`src/rtl/biriscv_branch_predictor.sv`:
```
// rtl/biriscv_branch_predictor.sv - direct-mapped BTB, 2-bit BHT and return address stack next-PC predictor
// Optional BP_RAS_SPEC_EN: fetch-time speculative RAS with recovery to the resolution-side copy.
module biriscv_branch_predictor #(
    parameter int NUM_BTB_ENTRIES = 16,
    parameter int NUM_BHT_ENTRIES = 64,
    parameter int NUM_RAS_ENTRIES = 8
) (
    input  logic        clk_i,
    input  logic        rst_i,
    input  logic        branch_request_i,
    input  logic        branch_is_taken_i,
    input  logic        branch_is_not_taken_i,
    input  logic [31:0] branch_source_i,
    input  logic [31:0] branch_pc_i,
    input  logic        branch_is_call_i,
    input  logic        branch_is_ret_i,
    input  logic        branch_is_jmp_i,
    input  logic [31:0] pc_f_i,
    input  logic        pc_accept_i,
    output logic [31:0] next_pc_f_o,
    output logic        next_taken_f_o
);
    localparam int BTB_W = $clog2(NUM_BTB_ENTRIES);
    localparam int BHT_W = $clog2(NUM_BHT_ENTRIES);
    localparam int RAS_W = $clog2(NUM_RAS_ENTRIES);
    localparam int TAG_W = 30 - BTB_W;
    localparam logic [RAS_W-1:0] PTR_ONE  = RAS_W'(1);
    localparam logic [RAS_W:0]   CNT_ONE  = (RAS_W+1)'(1);
    localparam logic [RAS_W:0]   CNT_FULL = (RAS_W+1)'(NUM_RAS_ENTRIES);

    typedef struct packed {
        logic [RAS_W-1:0] ptr;
        logic [RAS_W:0]   count;
        logic             wr;
        logic [RAS_W-1:0] wr_idx;
    } ras_step_t;

    // ptr is the next write slot, so the top lives at ptr-1; pop-then-push rewrites the top in place.
    function automatic ras_step_t ras_step(input logic [RAS_W-1:0] ptr, input logic [RAS_W:0] count,
                                           input logic push, input logic pop);
        ras_step_t s;
        s.ptr    = ptr;
        s.count  = count;
        s.wr     = 1'b0;
        s.wr_idx = ptr;
        if (push && pop && count != '0) begin
            s.wr     = 1'b1;
            s.wr_idx = ptr - PTR_ONE;
        end else if (push) begin
            s.wr  = 1'b1;
            s.ptr = ptr + PTR_ONE;
            if (count != CNT_FULL) s.count = count + CNT_ONE;
        end else if (pop && count != '0) begin
            s.ptr   = ptr - PTR_ONE;
            s.count = count - CNT_ONE;
        end
        return s;
    endfunction

    logic             btb_valid_q  [NUM_BTB_ENTRIES];
    logic [TAG_W-1:0] btb_tag_q    [NUM_BTB_ENTRIES];
    logic [31:0]      btb_target_q [NUM_BTB_ENTRIES];
    logic             btb_call_q   [NUM_BTB_ENTRIES];
    logic             btb_ret_q    [NUM_BTB_ENTRIES];
    logic             btb_jmp_q    [NUM_BTB_ENTRIES];
    logic [1:0]       bht_q        [NUM_BHT_ENTRIES];
    logic [31:0]      ras_q        [NUM_RAS_ENTRIES];
    logic [RAS_W-1:0] ras_ptr_q;
    logic [RAS_W:0]   ras_count_q;

    logic             upd_valid;
    logic [BTB_W-1:0] upd_btb_idx, f_btb_idx;
    logic [BHT_W-1:0] upd_bht_idx, f_bht_idx;
    logic [TAG_W-1:0] upd_tag, f_tag;
    logic             f_hit;
    logic [RAS_W-1:0] ras_top_ptr;
    logic             ras_empty;
    ras_step_t        res_step;
    logic [4:0]       unused_bits;

    // Contradictory or direction-less resolutions are dropped completely.
    assign upd_valid   = branch_request_i & (branch_is_taken_i ^ branch_is_not_taken_i);
    assign upd_btb_idx = branch_source_i[BTB_W+1:2];
    assign upd_bht_idx = branch_source_i[BHT_W+1:2];
    assign upd_tag     = branch_source_i[31:BTB_W+2];
    assign f_btb_idx   = pc_f_i[BTB_W+1:2];
    assign f_bht_idx   = pc_f_i[BHT_W+1:2];
    assign f_tag       = pc_f_i[31:BTB_W+2];
    assign f_hit       = btb_valid_q[f_btb_idx] && (btb_tag_q[f_btb_idx] == f_tag);
    assign res_step    = ras_step(ras_ptr_q, ras_count_q, upd_valid & branch_is_call_i,
                                  upd_valid & branch_is_ret_i);
    assign unused_bits = {pc_accept_i, pc_f_i[1:0], branch_source_i[1:0]};

`ifdef BP_RAS_SPEC_EN
    logic [RAS_W-1:0] spec_ptr_q;
    logic [RAS_W:0]   spec_count_q;
    logic             upd_hit;
    logic             upd_mispredict;
    ras_step_t        spec_step;

    // A resolved call/ret that fetch could not have predicted with the same class resyncs the speculative copy.
    assign upd_hit        = btb_valid_q[upd_btb_idx] && (btb_tag_q[upd_btb_idx] == upd_tag);
    assign upd_mispredict = upd_valid && (branch_is_call_i || branch_is_ret_i) &&
                            !(upd_hit && btb_call_q[upd_btb_idx] == branch_is_call_i &&
                              btb_ret_q[upd_btb_idx] == branch_is_ret_i);
    assign spec_step      = ras_step(spec_ptr_q, spec_count_q,
                                     pc_accept_i & f_hit & btb_call_q[f_btb_idx],
                                     pc_accept_i & f_hit & btb_ret_q[f_btb_idx]);
    assign ras_top_ptr    = spec_ptr_q - PTR_ONE;
    assign ras_empty      = (spec_count_q == '0);
`else
    assign ras_top_ptr    = ras_ptr_q - PTR_ONE;
    assign ras_empty      = (ras_count_q == '0);
`endif

    always_ff @(posedge clk_i) begin
        if (rst_i) begin
            for (int i = 0; i < NUM_BTB_ENTRIES; i++) btb_valid_q[i] <= 1'b0;
            for (int i = 0; i < NUM_BHT_ENTRIES; i++) bht_q[i] <= 2'b01;
            ras_ptr_q   <= '0;
            ras_count_q <= '0;
`ifdef BP_RAS_SPEC_EN
            spec_ptr_q   <= '0;
            spec_count_q <= '0;
`endif
        end else begin
            if (upd_valid) begin
                if (branch_is_taken_i) begin
                    if (bht_q[upd_bht_idx] != 2'b11) bht_q[upd_bht_idx] <= bht_q[upd_bht_idx] + 2'b01;
                    btb_valid_q[upd_btb_idx]  <= 1'b1;
                    btb_tag_q[upd_btb_idx]    <= upd_tag;
                    btb_target_q[upd_btb_idx] <= branch_pc_i;
                    btb_call_q[upd_btb_idx]   <= branch_is_call_i;
                    btb_ret_q[upd_btb_idx]    <= branch_is_ret_i;
                    btb_jmp_q[upd_btb_idx]    <= branch_is_jmp_i;
                end else if (bht_q[upd_bht_idx] != 2'b00) begin
                    bht_q[upd_bht_idx] <= bht_q[upd_bht_idx] - 2'b01;
                end
            end
`ifdef BP_RAS_SPEC_EN
            if (spec_step.wr) ras_q[spec_step.wr_idx] <= pc_f_i + 32'd4;
            if (upd_mispredict) begin
                spec_ptr_q   <= res_step.ptr;
                spec_count_q <= res_step.count;
            end else begin
                spec_ptr_q   <= spec_step.ptr;
                spec_count_q <= spec_step.count;
            end
`endif
            if (res_step.wr) ras_q[res_step.wr_idx] <= branch_source_i + 32'd4;
            ras_ptr_q   <= res_step.ptr;
            ras_count_q <= res_step.count;
        end
    end

    always_comb begin
        next_taken_f_o = 1'b0;
        next_pc_f_o    = pc_f_i + 32'd4;
        if (!rst_i && f_hit) begin
            if (btb_ret_q[f_btb_idx] && !ras_empty) begin
                next_taken_f_o = 1'b1;
                next_pc_f_o    = ras_q[ras_top_ptr];
            end else if (btb_call_q[f_btb_idx] || btb_ret_q[f_btb_idx] || btb_jmp_q[f_btb_idx] ||
                         bht_q[f_bht_idx][1]) begin
                next_taken_f_o = 1'b1;
                next_pc_f_o    = btb_target_q[f_btb_idx];
            end
        end
    end
endmodule

```
`config.mk`:
```
export PLATFORM = sky130hd
export DESIGN_NAME = biriscv_branch_predictor
export DESIGN_NICKNAME = d
export VERILOG_FILES = /design/src/rtl/biriscv_branch_predictor.sv
export SDC_FILE = /design/constraint.sdc
export NUM_CORES = 2
export LEC_CHECK = 0
export ABC_CLOCK_PERIOD_IN_PS = 10050
export CAP_MARGIN = 20
export CORE_MARGIN = 10
export CORE_UTILIZATION = 50
export CTS_CLUSTER_DIAMETER = 50
export DETAILED_ROUTE_END_ITERATION = 12
export GPL_TIMING_DRIVEN = 1
export PLACE_DENSITY = 0.65
export SYNTH_ARGS = -nofsm -noshare
export SYNTH_HDL_FRONTEND = slang
export SYNTH_SLANG_ARGS = --single-unit
```
`constraint.sdc`:
```
create_clock -name clk_i -period 10.05 [get_ports clk_i]
set_input_delay 2.01 -clock clk_i [delete_from_list [all_inputs] [get_ports clk_i]]
set_output_delay 2.01 -clock clk_i [all_outputs]
set_load 0.01 [all_outputs]
```
==> results.yml <==
critical_path:
  cp-end-kind: "primary output"
  cp-start-kind: "primary input"
  cp_max_fo: 105
  r2r_end: "bht_q[17][0]$_SDFFCE_PN1P_"
  cp_slowest_stage_delay_ns: 0.77
  cp.arrival_ns: 7.41
  ff2ff_setup_slack_ns: 5.87
  path_class: "in -> out"
  r2r_cells: 10
  crit_required_ns: 8.04
  cp_cell_sequence: "buf_8 -> nor2b_1 -> a22o_1 -> nor4_1 -> or4_1 -> a2111oi_0 -> nand4b_1 -> nor4_2 -> nand2b_2 -> buf_12 -> mux2i_1 -> clkdlybuf4s50_1"
  cp_slowest_cell: "nor2b_1"
  r2r_start: "bht_q[7][0]$_SDFFCE_PN1P_"
clocking:
  cts_buffers: 146
  cts.sinks: 1383
  clock_tree.root_cell: "clkbuf_16"
  cts_setup_buffers: 0
  cts_tree: "done"
  clk_pin_slew_ns: 0.06
  cts_resized: 0
  clock_latency_ns: 0.74
  htree_levels: 4
  cts-hold-fix-buffers: 0
  clk_path_buf_depth: 3
sta:
  postLayoutSetupSlackWorst_ns: 0.633
  hold_ws_ns: 0.453
  rsz0062_at_grt: "false"
  fin_worst_skew_ns: 0.0142
  slew_headroom_pct: 24.6
  setup_viol: 0
  period_share_pct: 93.7
  maxSlewViolCount: 0
  period_needed_ns: 9.42
  fin_setup_tns_ns: 0
  hold_viol: 0
  tightest_slew_ns: 1.13
  fmax_mhz: 106
min_path:
  hold_path_class: "reg -> reg"
  hold-path-endpoint: "btb_valid_q[2]$_DFF_P_"
  hold_start: "btb_valid_q[2]$_DFF_P_"
  holdPathStages: 1
cells_and_area:
  layout_commonest_cell: "edfxtp_1"
  syn_to_final_growth_pct: 14.2
  final_cells: 4898
  drive_gt1_share_pct: 21.9
  final_cell_mix: "1,360 x edfxtp_1, 317 x mux4_2, 179 x nand2_1"
  regArea_um2: 41300
  nets: 3401
  multi_input_area_um2: 14900
  nFillCells: 8263
grt:
  antenna_found_initial: 9
  grt_pass1_wl_um: 225000
  grt_pass1_vias: 31300
  grt_max_degree: 106
  gr-total-overflow: 0
  grt_util_all_layers_pct: 24.5
route:
  routed_wl_um: 157000
  drc: 0
  antenna_left: 0
  drt_pass1_iterations: 6
  vias: 31100
  first_iter_violations: 3682
  routedWlPerCell_um: 32.0
  viasPerCell: 6.36
logic_synthesis:
  yosysWarnings: 0
  syn_area_per_cell_um2: 18.6
  ys_seq_elements: 1383
  yosys_most_used_dff: "edfxtp_1"
  synth_seq_area_share_pct: 72.4
  postSynthCellCount: 3069
  async_reset_ff_share_pct: 0
  syn_nets: 3184
  synth_edf_count: 1360
  yosysUniqueCellTypes: 82
  syn-cell-area_um2: 57000
floorplanning:
  io_pins: 138
  initial_core_util_pct: 50.6
  dieHeight_um: 358
  die_w_um: 358
  rows: 123
  core_um2: 113000
  dieArea_um2: 128000
place:
  dp_cells: 4638
  routabilityCongestion: 0.930
  dpl.hpwl_um: 95700
  pre_cts_ws_ns: 0.791
  io_buffers: 136
power:
  pwr-share-seq_pct: 51.0
  swShare_pct: 22.2
  cellPowerDensity_nw_per_um2: 192
  p_comb_share_pct: 7.3
  leakagePower_nw: 20.9
  clock_power_share_pct: 41.7
  ir_worst_vdd_mv: 0.170
  p_sw_mw: 2.78
  intPower_mw: 9.74
status:
  outcome: "finished clean"
run:
  max-cap-violations: 0
[cells in the mapped netlist (all sizes together) (9+ instances only)]
library cell  count  area share, %
nor2b            16           0.18
ha                9           0.20
nor3             26           0.23
a22oi            28           0.37
dfxtp            23           0.81
nand3            75           0.73
a21o             14           0.18
xor2             24           0.37
mux2i           156            2.7
a211oi           14           0.18
a22o             10           0.15
inv              33           0.22
buf              96            1.0
clkbuf           81           0.53
o22ai            37           0.41
nand4            13           0.14
mux2             51            1.0
a21oi            57           0.51
xnor2            52           0.80
mux4            317             13
nand2           182            1.2
and2             10           0.11
nor4             11           0.13
a221oi           19           0.29
and3             20           0.22
edfxtp         1360             72
nor2            174            1.1
nand2b           17           0.19
o21ai            50           0.47
[critical path: cells and delay by family]
| family | cells | cell delay, ns |
|---|---|---|
| AOI/OAI and AO/OA | 2 | 0.72 |
| buffers and inverters | 3 | 1.49 |
| muxes | 1 | 0.34 |
| and+or+nand+nor | 6 | 2.58 |
[stage by stage]
| stage | util [%] | instance area, um2 | total power [mW] |
|---|---|---|---|
| final | 57.7 | 65100 | 12.5 |
| after global routing | 57.7 | 65100 | 12.9 |
| after CTS | 57.7 | 65100 | 12.6 |
| after detailed placement | 53.6 | 60500 | 7.41 |
| after global placement | 53.6 | 60500 | 7.39 |
| after floorplan | - | 57000 | 7.02 |
[metal layers]
metal,up-vias,wire length (um),global-route usage (%)
li1,12900,-,-
met4,10,4390,7.14
met2,1679,73700,38.2
met3,276,16300,5.80
met5,-,72,0
met1,16300,62400,34.6
[state kept, by name, indices dropped and copies added, names as in the netlist]
register / cells
ras_q: 256
ras_ptr_q: 3
btb_call_q: 16
bht_q: 128
btb_tag_q: 416
btb_target_q: 512
btb_ret_q: 16
btb_jmp_q: 16
ras_count_q: 4
btb_valid_q: 16
[cell type report]
type                            instances  share of cell area, %
Antenna cell                            1                0.00384
Clock buffer                          190                   6.14
Clock inverter                         69                   1.00
Inverter                               34                  0.196
Multi-Input combinational cell       1475                   22.9
Sequential cell                      1383                   63.4
Tap cell                             1500                   2.88
Timing Repair Buffer                  246                   3.43
[how the worst max path moves through the flow]
| stage | startpoint | endpoint | slack (ns) | cells after the start |
|---|---|---|---|---|
| 6_report | pc_f_i[3] | next_pc_f_o[8] | 0.63 | 12 |
| 5_1_grt | pc_f_i[3] | next_pc_f_o[8] | 0.51 | 12 |
| 2_1_floorplan | branch_source_i[4] | btb_call_q[0]$_DFFE_PP_ | 2.22 | 7 |
| 3_3_place_gp | pc_f_i[2] | next_pc_f_o[8] | 0.86 | 12 |
| 3_5_place_dp | pc_f_i[2] | next_pc_f_o[8] | 0.79 | 12 |
| 4_1_cts | pc_f_i[2] | next_pc_f_o[8] | 0.78 | 12 |
[power groups by stage]
stage / logic (mW) / clock network, mW / registers, mW
after detailed placement: 0.908 / 0 / 6.51
after floorplan: 0.523 / 0 / 6.50
after global routing: 0.958 / 5.54 / 6.39
final: 0.911 / 5.22 / 6.38
after global placement: 0.887 / 0 / 6.50
after CTS: 0.910 / 5.29 / 6.38
[kinds of logic after synthesis]
logic type | share of synthesized area [%]
AOI/OAI and AO/OA | 3.32
xor gates and xnor gates | 1.17
adders and majority gates | 0.233
buffers and inverters | 1.75
DFF | 72.4
muxes | 16.3
and+or+nand+nor | 4.85
Power figures use the tool's default switching activity.
